--- src/rtl/riscv_mmio_pkg.sv ---
// Shared types and constants for the memory-mapped peripherals hanging off riscv_mc.
package riscv_mmio_pkg;

   typedef enum logic [1:0] {
      IDLE  = 2'd0,
      START = 2'd1,
      DATA  = 2'd2,
      STOP  = 2'd3
   } uart_state_e;

   localparam int unsigned UartTxDataOff = 0;
   localparam int unsigned UartStatusOff = 4;

   localparam int unsigned StFull  = 0;
   localparam int unsigned StEmpty = 1;
   localparam int unsigned StBusy  = 2;
   localparam int unsigned StOvf   = 3;

endpackage

--- src/rtl/fifo_sync.sv ---
// Single-clock FIFO with wrap-bit pointers; rdata_o presents the head combinationally.
module fifo_sync #(
   parameter int unsigned Width = 8,
   parameter int unsigned Depth = 4
) (
   input  logic             clk_i,
   input  logic             rst_ni,
   input  logic             push_i,
   input  logic [Width-1:0] wdata_i,
   input  logic             pop_i,
   output logic [Width-1:0] rdata_o,
   output logic             full_o,
   output logic             empty_o
);

   localparam int unsigned AW = $clog2(Depth);
   localparam int unsigned PW = AW + 1;

   logic [Width-1:0] mem_q [Depth];
   logic [PW-1:0]    wptr_q, wptr_d;
   logic [PW-1:0]    rptr_q, rptr_d;

   always_comb begin
      wptr_d = wptr_q;
      rptr_d = rptr_q;
      if (push_i) wptr_d = wptr_q + PW'(1);
      if (pop_i)  rptr_d = rptr_q + PW'(1);
   end

   always_ff @(posedge clk_i or negedge rst_ni) begin
      if (!rst_ni) begin
         wptr_q <= '0;
         rptr_q <= '0;
      end else begin
         wptr_q <= wptr_d;
         rptr_q <= rptr_d;
      end
   end

   // Storage needs no reset: entries are only read after being written.
   always_ff @(posedge clk_i) begin
      if (push_i) mem_q[wptr_q[AW-1:0]] <= wdata_i;
   end

   assign rdata_o = mem_q[rptr_q[AW-1:0]];
   assign empty_o = (wptr_q == rptr_q);
   assign full_o  = (wptr_q[AW] != rptr_q[AW]) && (wptr_q[AW-1:0] == rptr_q[AW-1:0]);

endmodule

--- src/rtl/mmio_uart_tx.sv ---
// Memory-mapped 8N1 UART transmitter: TXDATA/STATUS register window, TX FIFO, bit-timing FSM.
module mmio_uart_tx
   import riscv_mmio_pkg::*;
#(
   parameter int unsigned         DataWidth = 32,
   parameter int unsigned         AddrWidth = 10,
   parameter logic [AddrWidth-1:0] BaseAddr = 10'h3F0,
   parameter int unsigned         ClkPerBit = 16,
   parameter int unsigned         FifoDepth = 4
) (
   input  logic                 clk_i,
   input  logic                 rst_ni,
   input  logic [AddrWidth-1:0] mem_addr_i,
   input  logic                 mem_we_i,
   input  logic [DataWidth-1:0] mem_wdata_i,
   output logic                 hit_o,
   output logic [DataWidth-1:0] mem_rdata_o,
   output logic                 tx_o,
   output logic                 busy_o
);

   localparam int unsigned BaudW = $clog2(ClkPerBit);

   uart_state_e      state_q, state_d;
   logic [BaudW-1:0] baud_q, baud_d;
   logic [2:0]       bit_q, bit_d;
   logic [7:0]       shift_q, shift_d;
   logic             tx_q, tx_d;
   logic             ovf_q, ovf_d;

   logic       sel_status;
   logic       wr_data, wr_status;
   logic       push, pop;
   logic       fifo_full, fifo_empty;
   logic [7:0] fifo_head;
   logic       baud_wrap;
   logic [DataWidth-1:0] status;
   logic       unused_bits;

   // Address decode: bit 2 picks the register, bits [1:0] are don't-care.
   assign hit_o      = (mem_addr_i[AddrWidth-1:3] == BaseAddr[AddrWidth-1:3]);
   assign sel_status = (mem_addr_i[2] == 1'(UartStatusOff >> 2));
   assign wr_data    = hit_o && mem_we_i && !sel_status;
   assign wr_status  = hit_o && mem_we_i && sel_status;
   assign push       = wr_data && (!fifo_full || pop);
   assign unused_bits = ^{mem_wdata_i, mem_addr_i[1:0]};

   fifo_sync #(
      .Width (8),
      .Depth (FifoDepth)
   ) u_fifo (
      .clk_i   (clk_i),
      .rst_ni  (rst_ni),
      .push_i  (push),
      .wdata_i (mem_wdata_i[7:0]),
      .pop_i   (pop),
      .rdata_o (fifo_head),
      .full_o  (fifo_full),
      .empty_o (fifo_empty)
   );

   assign baud_wrap = (baud_q == BaudW'(ClkPerBit - 1));

   always_comb begin
      state_d = state_q;
      baud_d  = baud_q;
      bit_d   = bit_q;
      shift_d = shift_q;
      tx_d    = tx_q;
      pop     = 1'b0;
      ovf_d   = ovf_q;

      if (wr_status)                      ovf_d = 1'b0;
      if (wr_data && fifo_full && !pop)   ovf_d = 1'b1;

      case (state_q)
         IDLE: begin
            tx_d = 1'b1;
            if (!fifo_empty) begin
               pop     = 1'b1;
               shift_d = fifo_head;
               baud_d  = '0;
               bit_d   = '0;
               tx_d    = 1'b0;
               state_d = START;
            end
         end
         START: begin
            baud_d = baud_wrap ? '0 : baud_q + BaudW'(1);
            if (baud_wrap) begin
               tx_d    = shift_q[0];
               state_d = DATA;
            end
         end
         DATA: begin
            baud_d = baud_wrap ? '0 : baud_q + BaudW'(1);
            if (baud_wrap) begin
               shift_d = {1'b0, shift_q[7:1]};
               bit_d   = bit_q + 3'd1;
               if (bit_q == 3'd7) begin
                  tx_d    = 1'b1;
                  state_d = STOP;
               end else begin
                  tx_d = shift_q[1];
               end
            end
         end
         STOP: begin
            baud_d = baud_wrap ? '0 : baud_q + BaudW'(1);
            // Next frame starts straight out of the stop bit when data is waiting.
            if (baud_wrap) begin
               if (!fifo_empty) begin
                  pop     = 1'b1;
                  shift_d = fifo_head;
                  bit_d   = '0;
                  tx_d    = 1'b0;
                  state_d = START;
               end else begin
                  tx_d    = 1'b1;
                  state_d = IDLE;
               end
            end
         end
         default: begin
            tx_d    = 1'b1;
            state_d = IDLE;
         end
      endcase

      // Overflow must see the final pop decision, so re-evaluate after the FSM.
      ovf_d = ovf_q;
      if (wr_status)                    ovf_d = 1'b0;
      if (wr_data && fifo_full && !pop) ovf_d = 1'b1;
   end

   always_ff @(posedge clk_i or negedge rst_ni) begin
      if (!rst_ni) begin
         state_q <= IDLE;
         baud_q  <= '0;
         bit_q   <= '0;
         shift_q <= '0;
         tx_q    <= 1'b1;
         ovf_q   <= 1'b0;
      end else begin
         state_q <= state_d;
         baud_q  <= baud_d;
         bit_q   <= bit_d;
         shift_q <= shift_d;
         tx_q    <= tx_d;
         ovf_q   <= ovf_d;
      end
   end

   assign tx_o   = tx_q;
   assign busy_o = (state_q != IDLE) || !fifo_empty;

   assign status      = DataWidth'({ovf_q, busy_o, fifo_empty, fifo_full});
   assign mem_rdata_o = (hit_o && sel_status) ? status : '0;

endmodule

--- config.mk ---
export PLATFORM = sky130hd
export DESIGN_NAME = mmio_uart_tx
export DESIGN_NICKNAME = d
export VERILOG_FILES = /design/src/rtl/riscv_mmio_pkg.sv /design/src/rtl/fifo_sync.sv /design/src/rtl/mmio_uart_tx.sv
export SDC_FILE = /design/constraint.sdc
export NUM_CORES = 1
export LEC_CHECK = 0
export BUFFER_PORTS_ARGS = -buffer_cell sky130_fd_sc_hd__buf_2
export CAP_MARGIN = 5
export CORE_ASPECT_RATIO = 0.5
export CORE_MARGIN = 2
export CORE_UTILIZATION = 40
export DETAILED_ROUTE_END_ITERATION = 8
export GPL_TIMING_DRIVEN = 0
export PLACE_DENSITY = 0.64
export REMOVE_ABC_BUFFERS = 1
export SLEW_MARGIN = 20
export SYNTH_ARGS = -nofsm -noshare
export SYNTH_HDL_FRONTEND = slang
export SYNTH_SLANG_ARGS = --single-unit
--- constraint.sdc ---
create_clock -name clk_i -period 1.9 [get_ports clk_i]
set_input_delay 0.19 -clock clk_i [delete_from_list [all_inputs] [get_ports clk_i]]
set_output_delay 0.19 -clock clk_i [all_outputs]
set_load 0.05 [all_outputs]
* Word-level counts from Yosys, hierarchy flattened
Memories as Yosys holds them, arrays and structs flattened.
Cells that the tools add are included.
** Storage, ports and cells
- Register bits :: 25
- Memory bits (writable) :: 32
- Input port bits :: 45
- Output and inout bits :: 35
- Logic and storage cells :: 81
- Memories :: 1
** Memory list
- u_fifo.mem_q :: words 4, width 8, rd ports 1, clocked after memory_dff 0, wr ports 1, line fifo_sync.sv:19 : logic [Width-1:0] mem_q [Depth];
** Cells by class
- $add $sub $neg :: 4
- Equality and inequality tests :: 14
- Muxes and demuxes :: 32
- Reduce and logical (&&, ||, !) cells :: 22
** Operators with widths (count)
- 8-bit 2-to-1 mux :: 3
- 8-bit one-hot mux with 3 select lines :: 1
- 1-bit 2-to-1 mux :: 12
- 4-bit 2-to-1 mux :: 3
- 2-bit 2-to-1 mux :: 5
- 2-bit != test, second input constant :: 5
- 3-bit by 1-bit adder with 3-bit output, second input constant :: 3
- 3-bit 2-to-1 mux :: 3
- 3-bit one-hot mux with 3 select lines :: 1
- 1-bit logical AND :: 8
- 2-bit one-hot mux with 4 select lines :: 1
- 4-bit one-hot mux with 2 select lines :: 1
- 7-bit equality test, second input constant :: 1
- 3-bit AND reduction :: 2
- 5-bit AND reduction :: 1
- 4-bit by 1-bit adder with 4-bit output, second input constant :: 1
- 2-bit equality test, second input constant :: 2
- 4-bit equality test, second input constant :: 1
- 1-bit logical NOT :: 4
- 1-bit one-hot mux with 4 select lines :: 1
- 2-bit nonzero test :: 2
- 3-bit equality test :: 1
- 3-bit equality test, second input constant :: 1
- 3-bit nonzero test :: 1
- 7 further kinds :: 8

* Logic depth before layout (Yosys ltp)
Gate-level depths: netlist (run 1).
- Depth after elaboration :: 8
- Gate-level depth with buffers :: 7

* Hierarchy
From an unflattened synthesis (run 1), not the netlist that was laid out.
** Unflattened totals
- Cells, all modules :: 216
- Area total of the unflattened synthesis :: 2837.7 µm²
** Modules (own cells, without submodules)
- fifo_sync :: times used 1, cells an instance 72, area each 1500.2 µm²
- mmio_uart_tx :: times used 1, cells an instance 144, area each 1337.5 µm²

* Worst setup path before layout (run 1)
No wires, ideal clock.
- Path type :: in2out
- Start :: in mem_addr_i[9]
- End :: out mem_rdata_o[0]
- Arrival time :: 1.995 ns
- Data required time :: 1.710 ns
- Setup slack :: -0.285 ns
- Stages :: 4
- Cell sequence :: nand4_1 > nor3_2 > nand2_1 > nor2_1
** Between the ends
- Word-level cells in the longest chain between the ends :: 3
** RTL lines
- start: declaration :: line mmio_uart_tx.sv:13 : input logic [AddrWidth-1:0] mem_addr_i,
- 7-bit equality test :: line mmio_uart_tx.sv:41 : assign hit_o = (mem_addr_i[AddrWidth-1:3] == BaseAddr[AddrWidth-1:3]);
- net hit_o :: line mmio_uart_tx.sv:16 : output logic hit_o,
- 1-bit logical AND :: line mmio_uart_tx.sv:158 : assign mem_rdata_o = (hit_o && sel_status) ? status : '0;
- 4-bit 2-to-1 mux :: line mmio_uart_tx.sv:158
- end: declaration :: line mmio_uart_tx.sv:17 : output logic [DataWidth-1:0] mem_rdata_o,
The timed path passes the listed nets, and every way through them passes these cells.

* Worst setup path in the final report (run 1)
- Start :: reg state_q[0]
- End :: reg shift_q[6]
** Between the ends
- Word-level cells in the longest chain between the ends :: 3
** RTL lines
- start: declaration :: line mmio_uart_tx.sv:24 : uart_state_e state_q, state_d;
- start signal: assignment :: line mmio_uart_tx.sv:145 : state_q <= state_d;
- 2-bit equality test or 2-bit logical NOT (tied branches) :: line mmio_uart_tx.sv:76 : case (state_q)
- 2-bit != test (no source line) or 3-bit nonzero test (tied branches)
- 3-bit AND reduction (no source line)
- end signal: assignment :: line mmio_uart_tx.sv:148 : shift_q <= shift_d;
- end: declaration :: line mmio_uart_tx.sv:27 : logic [7:0] shift_q, shift_d;
Parallel ways exist; a longest one is shown, timed or not.
A chain may end at the register's enable or synchronous reset.

==> results.sh, run 1 <==
export IMPL_wirelength_um=5330
export IMPL_vdd_drop_max_mv=0.546
export IMPL_r2r_cells=6
export IMPL_drive_above_1_share=0.423
export IMPL_grt_overflow=0
export IMPL_place_area_mm2=0.00308
export IMPL_cp_start_kind="register"
export IMPL_final_nets=314
export IMPL_cts_tree="built"
export IMPL_antennaDiodeCount=0
export IMPL_dp_hpwl_um=3420
export IMPL_yosysMostFrequentCell="edfxtp_1"
export IMPL_pwr_share_clk=0.503
export IMPL_synth_common_cells="edfxtp_1 (32), buf_4 (28), dfrtp_1 (24)"
export IMPL_criticalPathCategory="reg -> reg"
export IMPL_p_comb_frac=0.066
export IMPL_r2r_end="shift_q[6]$_DFFE_PN0P_"
export IMPL_path_max_fanout=5
export IMPL_syn_area_per_cell_um2=14.2
export IMPL_cpMaxStageDelayCell="dfrtp_2"
export IMPL_first_pass_iters=4
export IMPL_synth_area_mm2=0.00299
export IMPL_yosys_area_top_type="edfxtp_1"
export IMPL_ys_types=47
export IMPL_setup_tns_ns=0
export IMPL_critPathLaunch="state_q[0]$_DFFE_PN0P_"
export IMPL_endpoint_kind="register"
export IMPL_switching_share=0.232
export IMPL_min_period_over_period=0.976
export IMPL_seqPwrFrac=0.431
export IMPL_antenna_found_initial=0
export IMPL_synth_area_leaders="edfxtp_1 (32%), dfrtp_1 (20%), buf_4 (7.0%)"
export IMPL_synth_seq_cells=57
export IMPL_dieArea_mm2=0.00822
export IMPL_p_sw_mw=0.714
export IMPL_clock_skew_ns=0.00599
export IMPL_die_y_um=65.1
export IMPL_crit_chain="inv_2 > ha_4 > or2_2 > a21oi_4 > o21a_4 > mux2_4"
export IMPL_critPathMaxStageDelay_ns=0.42
export IMPL_ioPinCount=80
export IMPL_min_to="u_fifo.mem_q[3][1]$_DFFE_PP_"
export IMPL_setup_viol=0
export IMPL_h_tree_depth=3
export IMPL_synth_edf_count=32
export IMPL_fmax_mhz=539
export IMPL_final_area_mm2=0.00361
export IMPL_power_density_mw_per_mm2=852
export IMPL_postRouteAntennaNets=0
export IMPL_crit_arrival_ns=2.06
export IMPL_async_flop_share=0.439
export IMPL_portBuffers=25
export IMPL_maxCapViolCount=0
export IMPL_p_leak_nw=1.49
export IMPL_max_slew_margin_rel=0.610
export IMPL_fillers=615
export IMPL_grt_max_degree=26
export IMPL_hold_depth=1
export IMPL_min_period_ns=1.85
export IMPL_clkSlewWorstSetupHoldPaths_ns=0.05
export IMPL_cts_sinks=57
export IMPL_vias_per_cell=4.82
export IMPL_yosys_most_used_dff="edfxtp_1"
export IMPL_root_buffer="clkbuf_16"
export IMPL_clkLatencyLatePin_ns=0.32
export IMPL_grt_first_pass_wirelength_um=8530
export IMPL_chipWidth_um=126
export IMPL_rows=22
export IMPL_finalMaxSlewViolations=0
export IMPL_areaGrowthSynthToFinish_pct=20.8
export IMPL_hold_viol=0
export IMPL_place_congestion=0.716
export IMPL_reg2reg_from="state_q[0]$_DFFE_PN0P_"
export IMPL_grt_pass1_vias=1743
export IMPL_hp_start="mem_wdata_i[1]"
export IMPL_worst_pin_slew_ns=0.585
export IMPL_vias=1716
export IMPL_cts_inserted_buffers=9
export IMPL_initial_core_util=0.410
export IMPL_run_status="complete, no violations"
export IMPL_path_buf_inv=1
export IMPL_worst_hold_path_type="in -> reg"
export IMPL_r2r_slack_ns=0.05
export IMPL_yosysSeqAreaShare=0.531
export IMPL_cp_required_ns=2.11
export IMPL_p_int_mw=2.36
export IMPL_drt_iter0_drc=70
export IMPL_drc=0
export IMPL_grt_use_total=0.139
export IMPL_crit_family="flip-flops"
export IMPL_core_mm2=0.00729
export IMPL_ys_warn_count=0
export IMPL_post_drt_wl_per_cell_um=15.0
export IMPL_synthCells=210
export IMPL_clock_tree_buffer_depth=2
export IMPL_whs_ns=0.0818
export IMPL_netlist_area_leader_share=0.321
==> per-stage QoR <==
| step | power (mW) | worst slack [ns] | instances | utilization |
|---|---|---|---|---|
| final | 3.08 | 0.0461 | 356 | 0.495 |
| after global routing | 3.17 | -0.0130 | 356 | 0.495 |
| after CTS | 3.11 | 0.00587 | 350 | 0.483 |
| after detailed placement | 1.54 | -0.548 | 325 | 0.422 |
| after global placement | 1.53 | -0.494 | 325 | 0.422 |
| after floorplan | 1.49 | -0.285 | 204 | - |
==> layout by cell type, fill, tap and decap left out, types with 8 or more instances in the layout <==
cell type	netlist	routed
dfrtp_1	24	19
buf_4	28	13
ha_1	14	10
o21ai_0	9	8
mux2_2	9	9
conb_1	1	28
mux2_4	10	10
buf_2	0	24
edfxtp_1	32	32
clkbuf_16	0	9
==> cells by family after synthesis <==
logic type / Yosys count / share of synthesized area
AO/OA/AOI/OAI: 26 / 0.0603
buffers and inverters: 43 / 0.101
multiplexers: 28 / 0.149
XOR/XNOR: 7 / 0.0318
adder cells (fa/ha/maj): 14 / 0.0586
AND/OR/NAND/NOR: 34 / 0.0670
other: 1 / 0.00125
flip-flops: 57 / 0.531
==> flip-flops by register name, summed over array words and instances, names as in the netlist <==
name and cells:
u_fifo.mem_q 32, shift_q 8, baud_q 4, bit_q 3
u_fifo.rptr_q 3, u_fifo.wptr_q 3, state_q 2, ovf_q 1
tx_o 1
==> worst max-delay path by stage <==
stage                     slack [ns]  depth (start not counted)                            to
after floorplan                -0.28                          4                mem_rdata_o[0]
after global placement         -0.49                          6        shift_q[6]$_DFFE_PN0P_
after detailed placement       -0.55                          6        shift_q[5]$_DFFE_PN0P_
after CTS                      0.006                          5  u_fifo.mem_q[0][0]$_DFFE_PP_
after global routing           -0.01                          4                mem_rdata_o[1]
final                           0.05                          6        shift_q[6]$_DFFE_PN0P_
==> power by group through the flow <==
stage          logic [mW]  registers, mW  clock network [mW]
6_report            0.203           1.32                1.55
5_1_grt             0.218           1.32                1.63
4_1_cts             0.203           1.32                1.58
2_1_floorplan       0.150           1.34                   0
3_5_place_dp        0.196           1.35                   0
3_3_place_gp        0.189           1.35                   0
==> area by class of cell <==
type                    count  area (um2)  area share
flip-flops and latches     57        1600       0.442
inverters                  10        42.5      0.0118
well taps                  96         120      0.0333
repair buffers             39         248      0.0686
multi-input cells         138        1310       0.364
clock buffers              11         233      0.0645
clock inverters             5        56.3      0.0156
==> per-layer routing <==
layer | global-route usage | routed length (um) | vias to the layer above
met5 | 0 | 0 | -
met4 | 0.0495 | 58 | 0
met3 | 0.0537 | 244 | 5
met2 | 0.251 | 2760 | 49
met1 | 0.152 | 2270 | 850
li1 | - | - | 812
==> timing repair <==
item / in CTS / in global routing
endpoints found under the setup margin: 54 / 46
hold buffers: 1 / 0
buffers inserted: 7 / 6
gates cloned: 1 / 0
gates resized for setup: 27 / 9
endpoints found under the hold margin: 24 / 0
pin swaps: 3 / 4
Note: power is estimated with default switching activity, not from simulation.
==> run 2, diff against run 1 <==
Settings changed: CTS_BUF_LIST from default to sky130_fd_sc_hd__clkbuf_2, HOLD_SLACK_MARGIN from default to 0.12.
==> run 2 against run 1 <==
Effect of this change: the run now ends with negative setup slack left; sequential power about the same; clock-buffer cell count unchanged; fmax decreased by 4.0%; first-iteration DRC count decreased by 11%; sequential cell count unchanged; sequential share of layout area decreased by 0.41 points; global-route usage increased by 0.69 points; final area increased by 0.94%; via count increased by 4.4%; worst hold slack improved by 0.084 ns; total power decreased by 24%; clock power decreased by 50%; critical path type is now reg -> out; critical endpoint is now mem_rdata_o[0].
==> results.sh, run 2 (same netlist as run 1, synthesis figures left out) <==
export IMPL_cp_start_kind="register"
export IMPL_place_inst=325
export IMPL_crit_arrival_ns=1.74
export IMPL_seqPwrFrac=0.569
export IMPL_p_comb_frac=0.097
export IMPL_grt_max_degree=26
export IMPL_grt_pass1_vias=1845
export IMPL_p_int_mw=1.68
export IMPL_drc=0
export IMPL_dp_slack_ns=-0.548
export IMPL_core_mm2=0.00729
export IMPL_multi_input_area_mm2=0.00131
export IMPL_clkSlewWorstSetupHoldPaths_ns=0.17
export IMPL_largest_register_ffs=32
export IMPL_r2r_cells=6
export IMPL_max_slew_margin_rel=0.621
export IMPL_reg2reg_from="u_fifo.rptr_q[2]$_DFFE_PN0P_"
export IMPL_power_density_mw_per_mm2=638
export IMPL_hp_start="mem_addr_i[4]"
export IMPL_endpoint_kind="output pin"
export IMPL_clock_skew_ns=0.0223
export IMPL_grt_use_total=0.146
export IMPL_cp_required_ns=1.71
export IMPL_root_buffer="clkbuf_2"
export IMPL_min_to="u_fifo.wptr_q[2]$_DFFE_PN0P_"
export IMPL_h_tree_depth=3
export IMPL_run_status="finished with violations"
export IMPL_worst_hold_path_type="in -> reg"
export IMPL_dieArea_mm2=0.00822
export IMPL_min_period_ns=1.93
export IMPL_postRouteAntennaNets=0
export IMPL_violations="negative setup slack"
export IMPL_path_max_fanout=4
export IMPL_worst_pin_slew_ns=0.568
export IMPL_grt_first_pass_wirelength_um=8990
export IMPL_clock_tree_buffer_depth=2
export IMPL_final_cells=378
export IMPL_maxCapViolCount=0
export IMPL_vias=1791
export IMPL_vdd_drop_max_mv=0.374
export IMPL_r2r_slack_ns=-0.03
export IMPL_drive_above_1_share=0.440
export IMPL_drt_iter0_drc=62
export IMPL_final_cell_mix="edfxtp_1 (32), conb_1 (28), buf_4 (22), buf_2 (21), dfrtp_1 (19)"
export IMPL_hold_viol=0
export IMPL_r2r_end="u_fifo.mem_q[0][0]$_DFFE_PP_"
export IMPL_criticalPathCategory="reg -> out"
export IMPL_post_drt_wl_per_cell_um=14.6
export IMPL_p_sw_mw=0.646
export IMPL_rsz0062_at_grt="yes"
export IMPL_vias_per_cell=4.74
export IMPL_cts_inserted_buffers=9
export IMPL_final_nets=336
export IMPL_place_congestion=0.716
export IMPL_clkLatencyLatePin_ns=0.49
export IMPL_portBuffers=25
export IMPL_critPathMaxStageDelay_ns=0.45
export IMPL_rows=22
export IMPL_cpMaxStageDelayCell="dfrtp_1"
export IMPL_cts_tree="built"
export IMPL_setup_tns_ns=-0.435
export IMPL_first_pass_iters=4
export IMPL_dp_hpwl_um=3420
export IMPL_antennaDiodeCount=0
export IMPL_hold_depth=5
export IMPL_initial_core_util=0.410
export IMPL_layout_setup_ws_ns=-0.0314
export IMPL_crit_chain="xnor2_2 > buf_4 > nand3b_1 > nor2_1 > buf_6"
export IMPL_p_leak_nw=1.52
export IMPL_switching_share=0.278
export IMPL_setup_viol=34
export IMPL_fmax_mhz=518
export IMPL_antenna_found_initial=0
export IMPL_grt_overflow=0
export IMPL_pwr_share_clk=0.334
export IMPL_finalMaxSlewViolations=0
export IMPL_wirelength_um=5510
export IMPL_chipWidth_um=126
export IMPL_die_y_um=65.1
export IMPL_final_common_cell="edfxtp_1"
export IMPL_cts_sinks=57
export IMPL_regArea_mm2=0.00160
export IMPL_areaGrowthSynthToFinish_pct=21.9
export IMPL_fillers=624
export IMPL_ioPinCount=80
export IMPL_min_period_over_period=1.02
## run 2: changes by cell type in the layout (fill, tap and decap cells not counted), sizes merged
cell / previous run / this run
dlygate4sd3: 1 / 13
buf: 38 / 48
## run 2: worst max path at each step
stage                                      start                endpoint  slack [ns]  cells past startpoint
detailed placement        state_q[0]$_DFFE_PN0P_  shift_q[5]$_DFFE_PN0P_       -0.55                      6
floorplan                          mem_addr_i[9]          mem_rdata_o[0]       -0.28                      4
CTS                 u_fifo.rptr_q[0]$_DFFE_PN0P_          mem_rdata_o[2]       -0.06                      4
global route        u_fifo.rptr_q[2]$_DFFE_PN0P_          mem_rdata_o[0]       -0.13                      5
finish              u_fifo.rptr_q[2]$_DFFE_PN0P_          mem_rdata_o[0]       -0.03                      5
global placement          state_q[0]$_DFFE_PN0P_  shift_q[6]$_DFFE_PN0P_       -0.49                      6
## run 2: cell type report
cell class,instances,share of cell area
inverter,10,0.0117
clock buffer,11,0.0151
clock inverter,5,0.0155
sequential,57,0.438
timing repair buffer,61,0.126
multi-input combinational,138,0.360
tap,96,0.0330
## run 2: power groups by stage
stage | clock (mW) | combinational (mW) | sequential (mW)
6_report | 0.775 | 0.226 | 1.32
5_1_grt | 0.843 | 0.242 | 1.32
4_1_cts | 0.790 | 0.224 | 1.32
3_5_place_dp | 0 | 0.196 | 1.35
3_3_place_gp | 0 | 0.189 | 1.35
2_1_floorplan | 0 | 0.150 | 1.34
## run 2: metal layers
metal	track usage	up-vias	share of wire
met5	0	-	0
met4	0.0659	0	0.017
met3	0.0456	8	0.039
met2	0.269	56	0.53
met1	0.156	878	0.42
li1	-	849	-
## run 2: timing repair
| item | CTS | global route |
|---|---|---|
| pin swaps | 9 | 4 |
| hold buffers | 13 | 0 |
| resized for setup | 38 | 9 |
| setup endpoints to repair | 54 | 53 |
| setup buffers | 16 | 7 |
| endpoints found under the hold margin | 59 | 0 |
| gates cloned | 1 | 0 |
## run 2: metrics by stage
stage	util	hold slack, ns	instance area [um2]	power, mW
floorplan	-	-0.106	2830	1.49
global placement	0.422	0.208	3080	1.53
detailed placement	0.422	0.225	3080	1.54
CTS	0.487	0.120	3550	2.34
global route	0.499	0.155	3640	2.41
finish	0.499	0.165	3640	2.32
## run 2: critical path, delay by kind of cell (launching register included)
| kind | cells | cell delay, ns |
|---|---|---|
| and+or+nand+nor | 2 | 0.30 |
| buffers and inverters | 2 | 0.32 |
| xor gates and xnor gates | 1 | 0.19 |
| DFF | 1 | 0.45 |
